<file path="config.mk">
export PLATFORM = sky130hd
export DESIGN_NAME = cache_controller_flat
export DESIGN_NICKNAME = d
export VERILOG_FILES = /design/src/rtl/cache_controller_if.sv /design/src/rtl/cache_controller.sv /design/src/flat_wrapper.sv
export SDC_FILE = /design/constraint.sdc
export NUM_CORES = 1
export LEC_CHECK = 0
export ABC_AREA = 1
export BUFFER_PORTS_ARGS = -buffer_cell sky130_fd_sc_hd__buf_4
export CAP_MARGIN = 20
export CORE_MARGIN = 4
export CORE_UTILIZATION = 49
export DETAILED_ROUTE_END_ITERATION = 7
export HOLD_SLACK_MARGIN = 0.15
export PLACE_DENSITY = 0.89
export SLEW_MARGIN = 15
export SYNTH_ARGS = -nofsm -noshare
export SYNTH_HDL_FRONTEND = slang
export SYNTH_SLANG_ARGS = --single-unit
</file>
<file path="constraint.sdc">
create_clock -name clk -period 3.2 [get_ports clk]
set_input_delay 0.16 -clock clk [delete_from_list [all_inputs] [get_ports clk]]
set_output_delay 0.16 -clock clk [all_outputs]
set_load 0.01 [all_outputs]
</file>
<file path="src/rtl/cache_controller_if.sv">
// Command, lookup, bus and tag-array signals of the L2 cache controller.
// The controller takes the slave side; the environment takes the master side.
interface cache_controller_if #(
    parameter int I_SIZE = 32,
    parameter int A_SIZE = 8
);
    localparam int WW = $clog2(A_SIZE);

    logic              cmd_valid;
    logic [3:0]        cmd;
    logic [I_SIZE-1:0] addr;
    logic              cmd_ready;

    logic              hit;
    logic [WW-1:0]     hit_way;
    logic [1:0]        hit_state;
    logic [WW-1:0]     victim_way;
    logic [1:0]        victim_state;

    logic [1:0]        snoop_in;
    logic              snoop_cmd_hit;

    logic              bus_done;
    logic [2:0]        bus_op;
    logic              bus_req;

    logic              tag_we;
    logic [WW-1:0]     tag_way;
    logic [1:0]        tag_state;
    logic              lru_we;
    logic [WW-1:0]     lru_way;
    logic              clear_all;

    logic [1:0]        snoop_result;
    logic [2:0]        l2_l1;
    logic              done;
    logic              cmd_err;

    modport slave (
        input  cmd_valid, cmd, addr,
        input  hit, hit_way, hit_state, victim_way, victim_state,
        input  snoop_in, snoop_cmd_hit, bus_done,
        output cmd_ready, bus_op, bus_req,
        output tag_we, tag_way, tag_state, lru_we, lru_way, clear_all,
        output snoop_result, l2_l1, done, cmd_err
    );

    modport master (
        output cmd_valid, cmd, addr,
        output hit, hit_way, hit_state, victim_way, victim_state,
        output snoop_in, snoop_cmd_hit, bus_done,
        input  cmd_ready, bus_op, bus_req,
        input  tag_we, tag_way, tag_state, lru_we, lru_way, clear_all,
        input  snoop_result, l2_l1, done, cmd_err
    );
endinterface

</file>
<file path="src/rtl/cache_controller.sv">
// MESI L2 cache controller FSM: one trace command at a time, tag/LRU writes in DONE.
// Optional CACHE_STATS_EN adds saturating hit/miss/read/write counters.
module cache_controller #(
    parameter int I_SIZE = 32,
    parameter int A_SIZE = 8
) (
    input  logic clk,
    input  logic rst_n,
    cache_controller_if.slave cif
`ifdef CACHE_STATS_EN
    ,
    output logic [31:0] hit_count,
    output logic [31:0] miss_count,
    output logic [31:0] read_count,
    output logic [31:0] write_count
`endif
);
    localparam int WW = $clog2(A_SIZE);

    localparam logic [1:0] ST_I = 2'd0, ST_S = 2'd1, ST_E = 2'd2, ST_M = 2'd3;
    localparam logic [1:0] SN_NOHIT = 2'd0, SN_HIT = 2'd1, SN_HITM = 2'd2;
    localparam logic [2:0] B_NONE = 3'd0, B_READ = 3'd1, B_WRITE = 3'd2;
    localparam logic [2:0] B_INV = 3'd3, B_RWIM = 3'd4;
    localparam logic [2:0] L_NONE = 3'd0, L_GET = 3'd1, L_SEND = 3'd2;
    localparam logic [2:0] L_INV = 3'd3, L_EVICT = 3'd4;
    localparam logic [3:0] C_RD = 4'd0, C_WR = 4'd1, C_IRD = 4'd2;
    localparam logic [3:0] C_SINV = 4'd3, C_SRD = 4'd4, C_SRWIM = 4'd6;
    localparam logic [3:0] C_CLR = 4'd8;

    typedef enum logic [2:0] {
        IDLE, LOOKUP, EVICT, FETCH, UPGRADE, SNOOP, DONE
    } state_t;

    state_t        state_q, state_d;
    logic [3:0]    cmd_q, cmd_d;
    logic [WW-1:0] way_q, way_d;
    logic [1:0]    new_q, new_d;
    logic          tag_q, tag_d;
    logic          lru_q, lru_d;
    logic [2:0]    l2_q, l2_d;
    logic [1:0]    snp_q, snp_d;

    always_ff @(posedge clk or negedge rst_n) begin
        if (!rst_n) begin
            state_q <= IDLE;
            cmd_q   <= '0;
            way_q   <= '0;
            new_q   <= ST_I;
            tag_q   <= 1'b0;
            lru_q   <= 1'b0;
            l2_q    <= L_NONE;
            snp_q   <= SN_NOHIT;
        end else begin
            state_q <= state_d;
            cmd_q   <= cmd_d;
            way_q   <= way_d;
            new_q   <= new_d;
            tag_q   <= tag_d;
            lru_q   <= lru_d;
            l2_q    <= l2_d;
            snp_q   <= snp_d;
        end
    end

    always_comb begin
        state_d = state_q;
        cmd_d   = cmd_q;
        way_d   = way_q;
        new_d   = new_q;
        tag_d   = tag_q;
        lru_d   = lru_q;
        l2_d    = l2_q;
        snp_d   = snp_q;
        unique case (state_q)
            IDLE: if (cif.cmd_valid) begin
                state_d = LOOKUP;
                cmd_d   = cif.cmd;
                tag_d   = 1'b0;
                lru_d   = 1'b0;
                l2_d    = L_NONE;
                snp_d   = SN_NOHIT;
            end
            LOOKUP: begin
                state_d = DONE;
                unique case (cmd_q)
                    C_RD, C_IRD, C_WR: begin
                        lru_d = 1'b1;
                        new_d = ST_M;
                        if (cif.hit) begin
                            way_d = cif.hit_way;
                            if (cmd_q == C_WR) begin
                                tag_d = 1'b1;
                                if (cif.hit_state == ST_S)
                                    state_d = UPGRADE;
                            end else begin
                                l2_d = L_SEND;
                            end
                        end else begin
                            // Misses always refill the LRU victim.
                            way_d = cif.victim_way;
                            tag_d = 1'b1;
                            if (cif.victim_state == ST_M) begin
                                state_d = EVICT;
                                l2_d    = L_EVICT;
                            end else begin
                                state_d = FETCH;
                            end
                        end
                    end
                    C_SINV: if (cif.snoop_cmd_hit && cif.hit_state == ST_S) begin
                        way_d = cif.hit_way;
                        tag_d = 1'b1;
                        new_d = ST_I;
                        l2_d  = L_INV;
                        snp_d = SN_HIT;
                    end
                    C_SRD, C_SRWIM: if (cif.snoop_cmd_hit) begin
                        way_d = cif.hit_way;
                        tag_d = 1'b1;
                        new_d = (cmd_q == C_SRD) ? ST_S : ST_I;
                        if (cmd_q == C_SRWIM)
                            l2_d = L_INV;
                        if (cif.hit_state == ST_M) begin
                            snp_d   = SN_HITM;
                            state_d = SNOOP;
                        end else begin
                            snp_d = SN_HIT;
                        end
                    end
                    default: ;
                endcase
            end
            EVICT: if (cif.bus_done) state_d = FETCH;
            FETCH: if (cif.bus_done) begin
                state_d = DONE;
                if (cmd_q == C_WR) begin
                    l2_d = L_GET;
                end else begin
                    l2_d  = L_SEND;
                    new_d = (cif.snoop_in == SN_HIT || cif.snoop_in == SN_HITM)
                          ? ST_S : ST_E;
                end
            end
            UPGRADE, SNOOP: if (cif.bus_done) state_d = DONE;
            DONE:    state_d = IDLE;
            default: state_d = IDLE;
        endcase
    end

    logic in_done;
    logic legal;

    assign in_done = (state_q == DONE);
    assign legal   = cmd_q inside {[4'd0:4'd6], 4'd8, 4'd9};

    always_comb begin
        cif.bus_op = B_NONE;
        unique case (1'b1)
            state_q == EVICT,
            state_q == SNOOP:   cif.bus_op = B_WRITE;
            state_q == FETCH:   cif.bus_op = (cmd_q == C_WR) ? B_RWIM : B_READ;
            state_q == UPGRADE: cif.bus_op = B_INV;
            default: ;
        endcase
    end

    assign cif.cmd_ready    = (state_q == IDLE);
    assign cif.bus_req      = state_q inside {EVICT, FETCH, UPGRADE, SNOOP};
    assign cif.tag_we       = in_done & tag_q;
    assign cif.tag_way      = cif.tag_we ? way_q : '0;
    assign cif.tag_state    = cif.tag_we ? new_q : ST_I;
    assign cif.lru_we       = in_done & lru_q;
    assign cif.lru_way      = cif.lru_we ? way_q : '0;
    assign cif.clear_all    = (state_q == LOOKUP) && (cmd_q == C_CLR);
    assign cif.snoop_result = snp_q;
    assign cif.l2_l1        = l2_q;
    assign cif.done         = in_done;
    assign cif.cmd_err      = in_done & ~legal;

`ifdef CACHE_STATS_EN
    logic cnt_en;
    assign cnt_en = (state_q == LOOKUP) && cmd_q inside {C_RD, C_WR, C_IRD};

    function automatic logic [31:0] sat_inc(input logic [31:0] v);
        return (v == '1) ? v : v + 32'd1;
    endfunction

    always_ff @(posedge clk or negedge rst_n) begin
        if (!rst_n) begin
            hit_count   <= '0;
            miss_count  <= '0;
            read_count  <= '0;
            write_count <= '0;
        end else if (cnt_en) begin
            if (cif.hit) hit_count <= sat_inc(hit_count);
            else         miss_count <= sat_inc(miss_count);
            if (cmd_q == C_WR) write_count <= sat_inc(write_count);
            else               read_count <= sat_inc(read_count);
        end
    end
`endif
endmodule
</file>
<file path="src/flat_wrapper.sv">
// flat-port wrapper written by rule: the top's interface ports become plain ports
module cache_controller_flat 
#(
    parameter int I_SIZE = 32,
    parameter int A_SIZE = 8
)
  (clk, rst_n, cif_cmd_valid, cif_cmd, cif_addr, cif_hit, cif_hit_way, cif_hit_state, cif_victim_way, cif_victim_state, cif_snoop_in, cif_snoop_cmd_hit, cif_bus_done, cif_cmd_ready, cif_bus_op, cif_bus_req, cif_tag_we, cif_tag_way, cif_tag_state, cif_lru_we, cif_lru_way, cif_clear_all, cif_snoop_result, cif_l2_l1, cif_done, cif_cmd_err);
  cache_controller_if #(.I_SIZE(I_SIZE), .A_SIZE(A_SIZE)) cif_i ();
  input  logic clk;
  input  logic rst_n;
  input wire logic [$bits(cif_i.cmd_valid)-1:0] cif_cmd_valid;
  input wire logic [$bits(cif_i.cmd)-1:0] cif_cmd;
  input wire logic [$bits(cif_i.addr)-1:0] cif_addr;
  input wire logic [$bits(cif_i.hit)-1:0] cif_hit;
  input wire logic [$bits(cif_i.hit_way)-1:0] cif_hit_way;
  input wire logic [$bits(cif_i.hit_state)-1:0] cif_hit_state;
  input wire logic [$bits(cif_i.victim_way)-1:0] cif_victim_way;
  input wire logic [$bits(cif_i.victim_state)-1:0] cif_victim_state;
  input wire logic [$bits(cif_i.snoop_in)-1:0] cif_snoop_in;
  input wire logic [$bits(cif_i.snoop_cmd_hit)-1:0] cif_snoop_cmd_hit;
  input wire logic [$bits(cif_i.bus_done)-1:0] cif_bus_done;
  output wire logic [$bits(cif_i.cmd_ready)-1:0] cif_cmd_ready;
  output wire logic [$bits(cif_i.bus_op)-1:0] cif_bus_op;
  output wire logic [$bits(cif_i.bus_req)-1:0] cif_bus_req;
  output wire logic [$bits(cif_i.tag_we)-1:0] cif_tag_we;
  output wire logic [$bits(cif_i.tag_way)-1:0] cif_tag_way;
  output wire logic [$bits(cif_i.tag_state)-1:0] cif_tag_state;
  output wire logic [$bits(cif_i.lru_we)-1:0] cif_lru_we;
  output wire logic [$bits(cif_i.lru_way)-1:0] cif_lru_way;
  output wire logic [$bits(cif_i.clear_all)-1:0] cif_clear_all;
  output wire logic [$bits(cif_i.snoop_result)-1:0] cif_snoop_result;
  output wire logic [$bits(cif_i.l2_l1)-1:0] cif_l2_l1;
  output wire logic [$bits(cif_i.done)-1:0] cif_done;
  output wire logic [$bits(cif_i.cmd_err)-1:0] cif_cmd_err;
  assign cif_i.cmd_valid = cif_cmd_valid;
  assign cif_i.cmd = cif_cmd;
  assign cif_i.addr = cif_addr;
  assign cif_i.hit = cif_hit;
  assign cif_i.hit_way = cif_hit_way;
  assign cif_i.hit_state = cif_hit_state;
  assign cif_i.victim_way = cif_victim_way;
  assign cif_i.victim_state = cif_victim_state;
  assign cif_i.snoop_in = cif_snoop_in;
  assign cif_i.snoop_cmd_hit = cif_snoop_cmd_hit;
  assign cif_i.bus_done = cif_bus_done;
  assign cif_cmd_ready = cif_i.cmd_ready;
  assign cif_bus_op = cif_i.bus_op;
  assign cif_bus_req = cif_i.bus_req;
  assign cif_tag_we = cif_i.tag_we;
  assign cif_tag_way = cif_i.tag_way;
  assign cif_tag_state = cif_i.tag_state;
  assign cif_lru_we = cif_i.lru_we;
  assign cif_lru_way = cif_i.lru_way;
  assign cif_clear_all = cif_i.clear_all;
  assign cif_snoop_result = cif_i.snoop_result;
  assign cif_l2_l1 = cif_i.l2_l1;
  assign cif_done = cif_i.done;
  assign cif_cmd_err = cif_i.cmd_err;
  cache_controller #(.I_SIZE(I_SIZE), .A_SIZE(A_SIZE)) u_core (.clk(clk), .rst_n(rst_n), .cif(cif_i));
endmodule
</file>
# After elaboration in Yosys (flattened, before gate mapping)
# Cells that the tools add are included.
[classes]
n_lt_le_gt_ge = 2
eq_ne = 34
mux = 54
bitwise = 4
n_reduce_logical = 24
[op_table]
columns = ["cell", "n"]
rows = [
  ["$mux W3", 20],
  ["$pmux W3 S3", 4],
  ["$mux W2", 13],
  ["$ne A2 B2 Y1 const B", 6],
  ["$pmux W2 S2", 3],
  ["$pmux W3 S4", 1],
  ["$reduce_and A6 Y1", 2],
  ["$eq A3 B3 Y1 const B", 3],
  ["$reduce_and A9 Y1", 1],
  ["$reduce_bool A3 Y1", 3],
  ["$eq A4 B2 Y1 const B", 2],
  ["$eq A4 B3 Y1 const B", 2],
  ["$eq A4 B4 Y1 const B", 2],
  ["$mux W1", 8],
  ["$ne A4 B3 Y1 const B", 2],
  ["$ne A4 B4 Y1 const B", 2],
  ["$eq A2 B2 Y1 const B", 3],
  ["$eq A3 B2 Y1 const B", 2],
  ["$ne A3 B2 Y1 const B", 2],
  ["$ne A3 B3 Y1 const B", 2],
  ["$pmux W2 S3", 1],
  ["$pmux W3 S2", 1],
  ["$reduce_and A3 Y1", 2],
  ["$reduce_or A3 Y1", 2],
  ["other kinds (20)", 29],
]
[word_totals]
register_bits = 19
inputBits = 54
out_inout_bits = 23
wordCells = 126

# Logic depth before layout (Yosys ltp)
[depth]
word_depth = 6
mapped_depth = 10
ltp_nobuf = 9

# Worst setup path before layout
# Ideal clock, no wire load.
[synth_path]
kind = "reg2out"
startpoint = "reg u_core.state_q[1]"
endpoint = "out cif_clear_all"
arrival_time_ps = 1158
required_ps = 3040
setup_slack_ps = 1882
path_stages_with_launch = 6
cell_sequence = "dfrtp_1 > buf_6 > inv_4 > nand3_2 > buf_6 > nor4_1"
[synth_via]
elab_chain_len = 2
[synth_rtl]
columns = ["element", "line_no", "rtl"]
rows = [
  ["from (decl)", "cache_controller.sv:34", "state_t state_q, state_d;"],
  ["from (signal assigned)", "cache_controller.sv:54", "state_q <= state_d;"],
  ["$eq A3 B1 Y1", "cache_controller.sv:174", "assign cif.clear_all = (state_q == LOOKUP) && (cmd_q == C_CLR);"],
  ["$logic_and A1 B1 Y1", "cache_controller.sv:174", ""],
  ["to (decl)", "flat_wrapper.sv:30", "output wire logic [$bits(cif_i.clear_all)-1:0] cif_clear_all;"],
]
# Every way passes these cells.

# Final worst setup path
[layout_path]
startpoint = "reg u_core.state_q[1]"
endpoint = "out cif_lru_way[2]"
[layout_via]
elab_chain_len = 3
[layout_rtl]
columns = ["element", "line_no", "rtl"]
rows = [
  ["$eq A3 B3 Y1", "cache_controller.sv:153", "assign in_done = (state_q == DONE);"],
  ["$and A1 B1 Y1", "cache_controller.sv:172", "assign cif.lru_we = in_done & lru_q;"],
  ["$mux W3", "cache_controller.sv:173", "assign cif.lru_way = cif.lru_we ? way_q : '0;"],
  ["to (decl)", "flat_wrapper.sv:29", "output wire logic [$bits(cif_i.lru_way)-1:0] cif_lru_way;"],
]
# Every way passes these cells.

==> out/results.tsv <==
metric	value	unit
finalClockSkew	0.00810	ns
nets	330	
drt-wirelength-per-cell	11.2	microns
min_period	1.86	ns
power.switching	0.790	mW
p_sw_frac	0.509	
slew_violations	0	
cp-end-kind	output port	
ys.warnings.count	0	
htree_levels	1	
outcome	finished clean	
slew_headroom	0.704	
route.met2.wl	1.60	mm
dp_hpwl	2.74	mm
drv_cap	0	
dp_cells	295	
hold_slack	0.156	ns
grt_overflow	0	
area_growth	28.2	%
worst_slew_pin_slew	0.444	ns
vdd_drop_max	0.000542	V
post-cts-setup-buffers	0	
p_leak	1.04	nW
seqPwrFrac	0.298	
ys_seq_elements	19	
report.power.total	1.55	mW
crit_fanout	8	
grt_pass1_wl	6.05	mm
pwr-share-clk	0.079	
required	3.04	ns
clkTransAtPathRegs	0.11	ns
final_core_util	0.670	
dr.max_layer_used	met4	
avgSynthCellArea	6.63	sq um
min_path_cells	4	
synth_area	1480	sq um
antenna_found_initial	0	
fin_tns_setup	0	ns
placementRows	19	
numCtsBuffers	3	
power_density	819	nW/um^2
seq_area_frac_synth	0.322	
die-area	3960	sq um
io_pins	77	
rsz0062_at_grt	no	
grt_max_degree	20	
drt_wl_total	3.39	mm
die_h	62.9	microns
postSynthCellCount	223	
cts_tree	yes	
drive_above_1_share	0.297	
cp-start-kind	flop	
synth_top_family_by_area	simple AND/OR/NAND/NOR gates	
synth.top_cells.by_area	dfrtp_1 32%, nand2_1 17%, inv_1 6.9%	
synth_cell_types	29	
initial_utilization	0.522	
cp.arrival	1.70	ns
synthesis.nets	279	
post-route-drc-count	0	
core	2830	sq um
first_pass_iters	4	
cts_root_buf	clkbuf_4	
hp-class	in -> reg	
internal_power	0.762	mW
portBuffers	44	
setup_viol	0	
via_per_inst	5.06	
r2r_cells	7	
crit_type	reg -> out	
synthSimpleGateAreaFrac	0.445	
synth_compound_area_frac	0.105	
clock_latency	0.31	ns
synth_adder_area_share	0.0169	
vias	1538	
grt_pass1_vias	1435	
final.period_utilization	0.581	
grt_use_total	0.184	
stdcell_count	304	
synth_top_area_cell	dfrtp_1	
routed-wl-met3	254	microns
dieWidth	62.9	microns
hold_viol_final	0	
clock.fmax	538	MHz
clock_sinks	19	
combPwrFrac	0.623	
final_antenna_net_count	0	
cts_buffer_depth	2	
antennaDiodeCount	0	
synth_top_area_frac	0.322	
drtIter0Drc	55	
synthMuxAreaShare	0	
synth_xor_area_frac	0.00593	
place.gp.congestion	0.954	
m1WireLength	1.51	mm
[flip-flops by register name (all words and copies together) (netlist names)]
name,flops
u_core.cif.l2_l1,3
u_core.way_q,3
u_core.tag_q,1
u_core.lru_q,1
u_core.cif.snoop_result,2
u_core.new_q,2
u_core.state_q,3
u_core.cmd_q,4
[path summary, 6_finish.rpt]
check,slack (ns),start,to
setup / recovery,1.34,u_core.state_q[1],cif_lru_way[2]
hold / removal,0.16,cif_cmd_valid,u_core.cmd_q[1]
setup reg to reg,1.63,u_core.state_q[1],u_core.cif.l2_l1[1]
hold reg to reg,0.48,u_core.new_q[1],u_core.new_q[1]
max in group asynchronous,2.74,rst_n,u_core.state_q[2]
min in group asynchronous,0.25,rst_n,u_core.way_q[0]
[Yosys cell counts, drive strengths merged]
cell type and instances:
ha 2, and3 1, xor2 1, a21oi 5, or2 2, dfrtp 19, inv 32, o21ai 21
nand4 2, buf 3, nand3 19, o21bai 1, nor4 1, nor3 3, nor2 34, nand2 76
o22ai 1
[power groups by stage]
stage | Combinational (mW) | Sequential [mW] | Clock (mW)
3_3_place_gp | 0.943 | 0.464 | 0
4_1_cts | 0.976 | 0.463 | 0.127
3_5_place_dp | 0.963 | 0.469 | 0
5_1_grt | 1.11 | 0.481 | 0.136
6_report | 0.967 | 0.462 | 0.123
2_1_floorplan | 0.768 | 0.425 | 0
[critical path, cell delays in order (launching register included)]
cell     delay (ns)
dfrtp_1        0.63
nand3_1        0.24
nor2_1         0.21
inv_1          0.09
nor2_1         0.10
buf_4          0.13
[placed cells by master, fill, tap and decap left out, types with 2 or more instances in the layout]
master / instances
nor3_1: 3
nand2_1: 68
ha_1: 2
nand3_1: 15
o21ai_0: 15
nand3_2: 3
nand4_1: 2
nor2_1: 23
nand2_2: 8
nor2_2: 8
clkbuf_4: 3
inv_2: 3
nor2_4: 3
o21ai_2: 2
o21ai_1: 4
a21oi_1: 4
buf_4: 44
dlygate4sd3_1: 5
inv_1: 27
inv_4: 2
dfrtp_1: 19
[cell families (layout without fill, tap and decap cells)]
logic type / after synthesis / count (layout)
buffers and inverters: 35 / 85
DFF: 19 / 19
AOI/OAI and AO/OA: 28 / 28
adders and majority gates: 2 / 2
xor gates and xnor gates: 1 / 1
and+or+nand+nor: 138 / 138
[area by class of cell]
cell class | instances | area, sq um
repair buffers | 49 | 380
clock buffers | 3 | 22.5
multi-input cells | 169 | 847
inverters | 32 | 125
flip-flops and latches | 19 | 475
well taps | 31 | 38.8
clock inverters | 1 | 5.00
fillers | 266 | 935
[through the flow]
stage	setup slack [ns]	instance area [sq um]
finish	1.34	1890
detailed placement	1.64	1820
floorplan	1.88	1480
global placement	1.66	1820
global route	1.13	1890
CTS	1.34	1890
[layer usage]
layer  vias up  GRT usage
met5         -          0
met4         0     0.0579
met3         2     0.0324
met2        55      0.316
met1       679      0.233
li1        802          -
[repair_timing]
action	in CTS	in global routing
endpoints found under the hold margin	23	0
gates resized for setup	0	0
hold buffers	5	0
setup endpoints to repair	0	0
(Power assumes the default switching activity.)
